==> src/rtl/pipe_hazard_ctrl.sv <==
// Stall/flush controller for the five-stage RV32I pipeline.
// Prioritised hazard resolution, memory-wait watchdog and stall-cycle counter.
module pipe_hazard_ctrl #(
    parameter int unsigned MEM_TIMEOUT = 255,
    parameter int unsigned CNT_W       = 32
) (
    input  logic             clk,
    input  logic             rst,
    input  logic [4:0]       id_rs1_addr,
    input  logic [4:0]       id_rs2_addr,
    input  logic             id_rs1_used,
    input  logic             id_rs2_used,
    input  logic [4:0]       ex_rd_addr,
    input  logic             ex_mem_re,
    input  logic             ex_jump_en,
    input  logic [31:0]      ex_jump_addr,
    input  logic             mem_req,
    input  logic             mem_ready,
    input  logic             trap_en,
    input  logic [31:0]      trap_addr,
    output logic             pc_hold,
    output logic             ifid_hold,
    output logic             idex_hold,
    output logic             exmem_hold,
    output logic             ifid_flush,
    output logic             idex_flush,
    output logic             exmem_flush,
    output logic             memwb_flush,
    output logic             redirect_en,
    output logic [31:0]      redirect_addr,
    output logic             bus_err,
    output logic [CNT_W-1:0] stall_cnt
);

    typedef enum logic [1:0] {RUN, MEM_WAIT, ABORT} state_t;

    state_t      state, state_nxt;
    logic [15:0] wait_cnt, wait_cnt_nxt;
    logic [16:0] waited;
    logic        load_use, mem_stall, expire;

    always_comb begin
        load_use = ex_mem_re && (ex_rd_addr != 5'd0) &&
                   ((id_rs1_used && (id_rs1_addr == ex_rd_addr)) ||
                    (id_rs2_used && (id_rs2_addr == ex_rd_addr)));
        mem_stall = mem_req && !mem_ready && (state != ABORT);
        // Held cycles of this access counting the current one; the access is
        // abandoned once MEM_TIMEOUT of them have elapsed without mem_ready.
        waited = (state == MEM_WAIT) ? ({1'b0, wait_cnt} + 17'd1) : 17'd1;
        expire = mem_stall && (waited == 17'(MEM_TIMEOUT));

        pc_hold       = 1'b0;
        ifid_hold     = 1'b0;
        idex_hold     = 1'b0;
        exmem_hold    = 1'b0;
        ifid_flush    = 1'b0;
        idex_flush    = 1'b0;
        exmem_flush   = 1'b0;
        memwb_flush   = 1'b0;
        redirect_en   = 1'b0;
        redirect_addr = '0;
        bus_err       = 1'b0;
        state_nxt     = state;
        wait_cnt_nxt  = wait_cnt;

        if (trap_en) begin
            redirect_en   = 1'b1;
            redirect_addr = trap_addr;
            ifid_flush    = 1'b1;
            idex_flush    = 1'b1;
            exmem_flush   = 1'b1;
            state_nxt     = RUN;
            wait_cnt_nxt  = '0;
        end else if (state == ABORT) begin
            bus_err      = 1'b1;
            exmem_flush  = 1'b1;
            memwb_flush  = 1'b1;
            state_nxt    = RUN;
            wait_cnt_nxt = '0;
        end else if (mem_stall) begin
            pc_hold     = 1'b1;
            ifid_hold   = 1'b1;
            idex_hold   = 1'b1;
            exmem_hold  = 1'b1;
            memwb_flush = 1'b1;
            if (expire) begin
                state_nxt    = ABORT;
                wait_cnt_nxt = '0;
            end else if (state == RUN) begin
                state_nxt    = MEM_WAIT;
                wait_cnt_nxt = 16'd1;
            end else begin
                wait_cnt_nxt = wait_cnt + 16'd1;
            end
        end else begin
            state_nxt    = RUN;
            wait_cnt_nxt = '0;
            if (ex_jump_en) begin
                redirect_en   = 1'b1;
                redirect_addr = ex_jump_addr;
                ifid_flush    = 1'b1;
                idex_flush    = 1'b1;
            end else if (load_use) begin
                pc_hold    = 1'b1;
                ifid_hold  = 1'b1;
                idex_flush = 1'b1;
            end
        end
    end

    always_ff @(posedge clk) begin
        if (rst) begin
            state     <= RUN;
            wait_cnt  <= '0;
            stall_cnt <= '0;
        end else begin
            state    <= state_nxt;
            wait_cnt <= wait_cnt_nxt;
            if (pc_hold) begin
                stall_cnt <= stall_cnt + {{(CNT_W-1){1'b0}}, 1'b1};
            end
        end
    end

endmodule

==> config.mk <==
export PLATFORM = sky130hd
export DESIGN_NAME = pipe_hazard_ctrl
export DESIGN_NICKNAME = d
export VERILOG_FILES = /design/src/rtl/pipe_hazard_ctrl.sv
export SDC_FILE = /design/constraint.sdc
export NUM_CORES = 1
export LEC_CHECK = 0
export BUFFER_PORTS_ARGS = -buffer_cell sky130_fd_sc_hd__buf_2
export CORE_AREA = 2 2 84 86
export CTS_BUF_LIST = sky130_fd_sc_hd__clkbuf_8
export CTS_CLUSTER_DIAMETER = 60
export CTS_CLUSTER_SIZE = 28
export DETAILED_ROUTE_END_ITERATION = 16
export DIE_AREA = 0 0 86 88
export GPL_TIMING_DRIVEN = 0
export PLACE_DENSITY = 0.85
export RECOVER_POWER = 25
export SLEW_MARGIN = 10
export SYNTH_ARGS = -nofsm -noshare
export SYNTH_HDL_FRONTEND = slang
export SYNTH_SLANG_ARGS = --single-unit
export TNS_END_PERCENT = 20
==> constraint.sdc <==
create_clock -name clk -period 3.1 [get_ports clk]
set_clock_uncertainty 0.1 [all_clocks]
set_input_delay 0.465 -clock clk [delete_from_list [all_inputs] [get_ports clk]]
set_output_delay 0.465 -clock clk [all_outputs]
set_load 0.03 [all_outputs]
Yosys cells after proc, flatten, opt, wreduce, memory -nomap -nowiden
Cells that the tools add are included.
{"block": "op_classes", "n_addsub": 3, "n_eq_ne": 6, "muxes": 29, "n_bitwise": 1, "reduce_logical": 15}
{"op": "32-bit two-way mux", "count": 4}
{"op": "32-bit by 1-bit adder with 32-bit output (second input constant)", "count": 1}
{"op": "1-bit two-way mux", "count": 22}
{"op": "16-bit by 1-bit adder with 17-bit output (second input constant)", "count": 1}
{"op": "17-bit by 8-bit equality test with 1-bit output (second input constant)", "count": 1}
{"op": "17-bit two-way mux", "count": 1}
{"op": "16-bit by 1-bit adder with 16-bit output (second input constant)", "count": 1}
{"op": "5-bit equality test", "count": 2}
{"op": "1-bit logical AND", "count": 7}
{"op": "6-bit OR reduction", "count": 1}
{"op": "5-bit nonzero test", "count": 1}
{"op": "5-bit OR reduction", "count": 1}
{"op": "2-bit two-way mux", "count": 2}
{"op": "4-bit OR reduction", "count": 1}
{"op": "2-bit by 1-bit equality test with 1-bit output (second input constant)", "count": 1}
{"op": "2-bit equality test (second input constant)", "count": 1}
{"op": "2-bit logical NOT", "count": 1}
{"op": "2-bit inequality test (second input constant)", "count": 1}
{"op": "2-bit nonzero test", "count": 1}
{"op": "1-bit logical NOT", "count": 1}
{"op": "1-bit logical OR", "count": 1}
{"op": "1-bit NOT", "count": 1}
{"block": "totals", "register_bits": 50}

Depth between registers and ports, before layout
{"block": "logic_depth", "word_depth": 9, "mapped_depth": 9, "depth_no_buf": 7}

Worst setup path after synthesis
Ideal clock, no wire load.
{"block": "synth_timing", "path_kind": "input port to output port", "startpoint": "input port ex_rd_addr[1]", "endpoint": "output port pc_hold", "arrival_time_ps": 1921, "setup_slack_ps": 614, "path_stages": 5, "path_buffers": 1, "path_cell_list": "or4_1 -> o21a_1 -> a31oi_1 -> inv_1 -> buf_4"}
{"block": "synth_via", "elab_chain_cells": 9, "elab_cells_between_ends": 13, "classes_between": "2 x eq/ne; 5 x mux; 6 x reduce/logical"}
{"item": "start: declaration", "line": "13", "rtl": "input logic [4:0] ex_rd_addr,"}
{"item": "5-bit equality test (on tied branches)", "line": "44, 45"}
{"item": "1-bit logical AND (on tied branches)", "line": "44, 45"}
{"item": "1-bit logical OR", "line": "44", "rtl": "((id_rs1_used && (id_rs1_addr == ex_rd_addr)) ||"}
{"item": "1-bit logical AND (*)", "line": "43", "rtl": "load_use = ex_mem_re && (ex_rd_addr != 5'd0) &&"}
{"item": "1-bit two-way mux (*) (5 in a row)"}
{"item": "end: declaration", "line": "21", "rtl": "output logic pc_hold,"}
Mark *: on every way between the ends. The rest lies on a longest branch, timed or not.

Worst setup path after layout
{"block": "layout_timing", "startpoint": "input port mem_ready", "endpoint": "output port redirect_addr[13]"}
{"block": "layout_via", "elab_chain_cells": 6}
{"item": "start: declaration", "line": "18", "rtl": "input logic mem_ready,"}
{"item": "1-bit logical NOT", "line": "46", "rtl": "mem_stall = mem_req && !mem_ready && (state != ABORT);"}
{"item": "1-bit logical AND (2 in a row)", "line": "46"}
{"item": "32-bit two-way mux", "line": "80", "rtl": "end else if (mem_stall) begin"}
{"item": "32-bit two-way mux", "line": "74", "rtl": "end else if (state == ABORT) begin"}
{"item": "32-bit two-way mux", "line": "66", "rtl": "if (trap_en) begin"}
{"item": "end: declaration", "line": "30", "rtl": "output logic [31:0] redirect_addr,"}
Every way passes these cells.

==> results.toml <==
[worst_setup_path]
crit_type = "input pin to output port"
crit_fanout = 10
cp_slowest_cell = "clkbuf_1"
crit_family = "buffers and inverters"
critPathLaunchType = "input pin"
path_cells = "buf_2, nand2b_1, o21a_1, nand2_1, nor2_1, clkbuf_1, a22o_1, buf_2"
slowest_delay_ps = 400
required_ps = 2530
crit_path_frequent_cell = "buf_2"
end_kind = "output port"
crit_arrival_ps = 2170
cp_num_buf_inv = 3

[drt]
first_iter_violations = 241
dr_total_vias = 3597
wl_per_cell_um = 15.46
ant_nets = 0
drt-total-wl_mm = 9.665
drc = 0
first_pass_iters = 5
via_per_inst = 5.755

[place]
dp_cells = 617
port_buffers = 160
post-dp-hpwl_mm = 7.492
place_congestion = 0.8726

[global_route]
track_usage_pct = 24.52
grt_start_max_net_pins = 17
antenna_found_initial = 0
grt_pass1_vias = 3393
gr-total-overflow = 0
grt_pass1_wl_mm = 15.12

[yosys]
synthesis.nets = 467
yosysWarnings = 0
seq_area_frac_synth_pct = 32.76
yosys.area.top_type_share_pct = 32.76
synth_area_per_cell_um2 = 8.105
synth-seq-cells = 50
synth_compound_area_share_pct = 23.01
synthAdderAreaFrac_pct = 0.8190
ys_types = 53
synthArstFlopShare_pct = 0
synth_xor_area_share_pct = 7.453
yosys.area.top_type = "dfxtp_1"
synth-main-ff-cell = "dfxtp_1"
synthMuxAreaShare_pct = 1.884
synth_top_family_by_area = "simple AND/OR/NAND/NOR gates"
yosys.area_share.simple_pct = 29.03
synth_edf_count = 0
synth_cells = 377
netlist_area_um2 = 3055
ys_top_cells_by_area = "dfxtp_1, a22o_1, xnor2_1"

[power_and_ir_drop]
vdd_drop_max_mv = 0.1640
internal_power_mw = 0.9095
comb_power_share_pct = 20.6
power_switching_mw = 0.3929
p_sw_share_pct = 30.17
pwr-share-seq_pct = 49.6
clockPowerShare_pct = 29.8
p_leak_nw = 1.596
p_per_area_nw_per_um2 = 325.0
finalPower_mw = 1.302

[die]
dieHeight_um = 88
start_util_pct = 45.99
dieArea_um2 = 7568
coreArea_um2 = 6644
fp.dieW_um = 86
row_count = 30
io_pins = 162

[timing]
rsz0062_at_grt = "no"
maxSlewHeadroom_pct = 63.00
final.period_utilization_pct = 88.35
fmax_mhz = 365.1
hold_viol_final = 0
worstMarginPinSlew_ps = 550.0
setup_tns_ps = 0
setup-violations-final = 0
fin_crit_ps = 2739
drv_slew = 0

[job]
maxCapViolCount = 0

[final_layout]
n_fill_cell = 600
fin_util_pct = 60.32
register_area_um2 = 1001
final_nets = 634
diodes = 0
drive_above_1_share_pct = 29.72
multi_input_area_um2 = 1901
layoutNonFillerInstCount = 625
area_growth_pct = 31.16

[outcome]
status = "finished clean"

[clocking]
clk_pin_slew_ps = 100
cts_root_buffer = "clkbuf_8"
clock_latency_ps = 310
post_cts_buffers = 0
ctsResizeCount = 0
clkSinkCount = 50
numCtsBuffers = 5
cts_buffer_depth = 2
cts_max_level = 2
cts_tree = "built"
hold_buffers = 0

[worst_hold_path]
min_path_type = "flop to flop"
worst min-delay path: cells and delay by family (launching register included):
kind	cells	cell delay, ps
flops	1	330
compound gates	2	130
final timing paths:
path	start	to	slack, ps	depth (start not counted)
setup / recovery	mem_ready	redirect_addr[13]	360	8
hold / removal	stall_cnt[31]	stall_cnt[31]	400	2
setup reg to reg	wait_cnt[0]	wait_cnt[2]	420	9
hold reg to reg	stall_cnt[31]	stall_cnt[31]	400	2
per-stage QoR:
step,hold WS [ps],cell area (um^2),setup slack (ps)
3_5_place_dp,386.2,3956,389.7
4_1_cts,401.2,4046,387.1
5_1_grt,432.0,4008,175.8
3_3_place_gp,371.3,3956,420.0
6_report,404.9,4008,361.1
2_1_floorplan,383.2,3055,613.6
Yosys cell counts (all sizes together), types with 5 or more instances:
cell and number:
o21ai 20, xor2 8, o31ai 8, nand4 12, dfxtp 50, a21oi 31
a22o 32, nand3 16, clkbuf 13, inv 6, nor3 9, buf 12
and4 5, nand2 26, xnor2 18, nor2 36, and3 6, or4 7
or3 22
layout make-up:
class | instances | share of cell area [%]
buffer | 25 | 3.278
timing repair buffer | 160 | 19.01
clock buffer | 5 | 1.717
sequential | 50 | 24.98
clock inverter | 3 | 0.5308
tap | 80 | 2.498
multi-input combinational | 296 | 47.42
inverter | 6 | 0.5620
sequential cells by signal, indices dropped and copies added (netlist names):
| signal | flops |
|---|---|
| stall_cnt | 32 |
| state | 2 |
| wait_cnt | 16 |
metal layers:
layer / GRT usage [%] / part of all wire [%] / vias up
met3: 5.561 / 6.8 / 17
met1: 29.44 / 41 / 1696
met2: 43.97 / 51 / 153
met4: 6.782 / 1.5 / 0
li1: - / - / 1731
met5: 0 / 0 / -
cell families after synthesis:
logic type / Yosys count
AO/OA/AOI/OAI: 103
XOR/XNOR: 26
buffers and inverters: 31
AND/OR/NAND/NOR: 160
adder cells (fa/ha/maj): 2
flip-flops: 50
multiplexers: 5
power groups by stage:
stage | clock network [mW] | logic (mW) | registers [mW]
after CTS | 0.393 | 0.270 | 0.646
after global placement | 0 | 0.265 | 0.661
after global routing | 0.425 | 0.285 | 0.647
final | 0.388 | 0.268 | 0.646
after detailed placement | 0 | 0.269 | 0.661
after floorplan | 0 | 0.157 | 0.663
cells in the final DEF (no fill, tap or decap), drive strengths merged, types with 9 or more instances in the layout:
master,instances
or3,22
a21oi,31
nand2,26
dfxtp,50
buf,141
nor2,36
nand4,12
clkbuf,49
nor3,9
nand3,16
o21ai,20
a22o,32
xnor2,18
No activity file was read; power rests on OpenSTA's default activity.
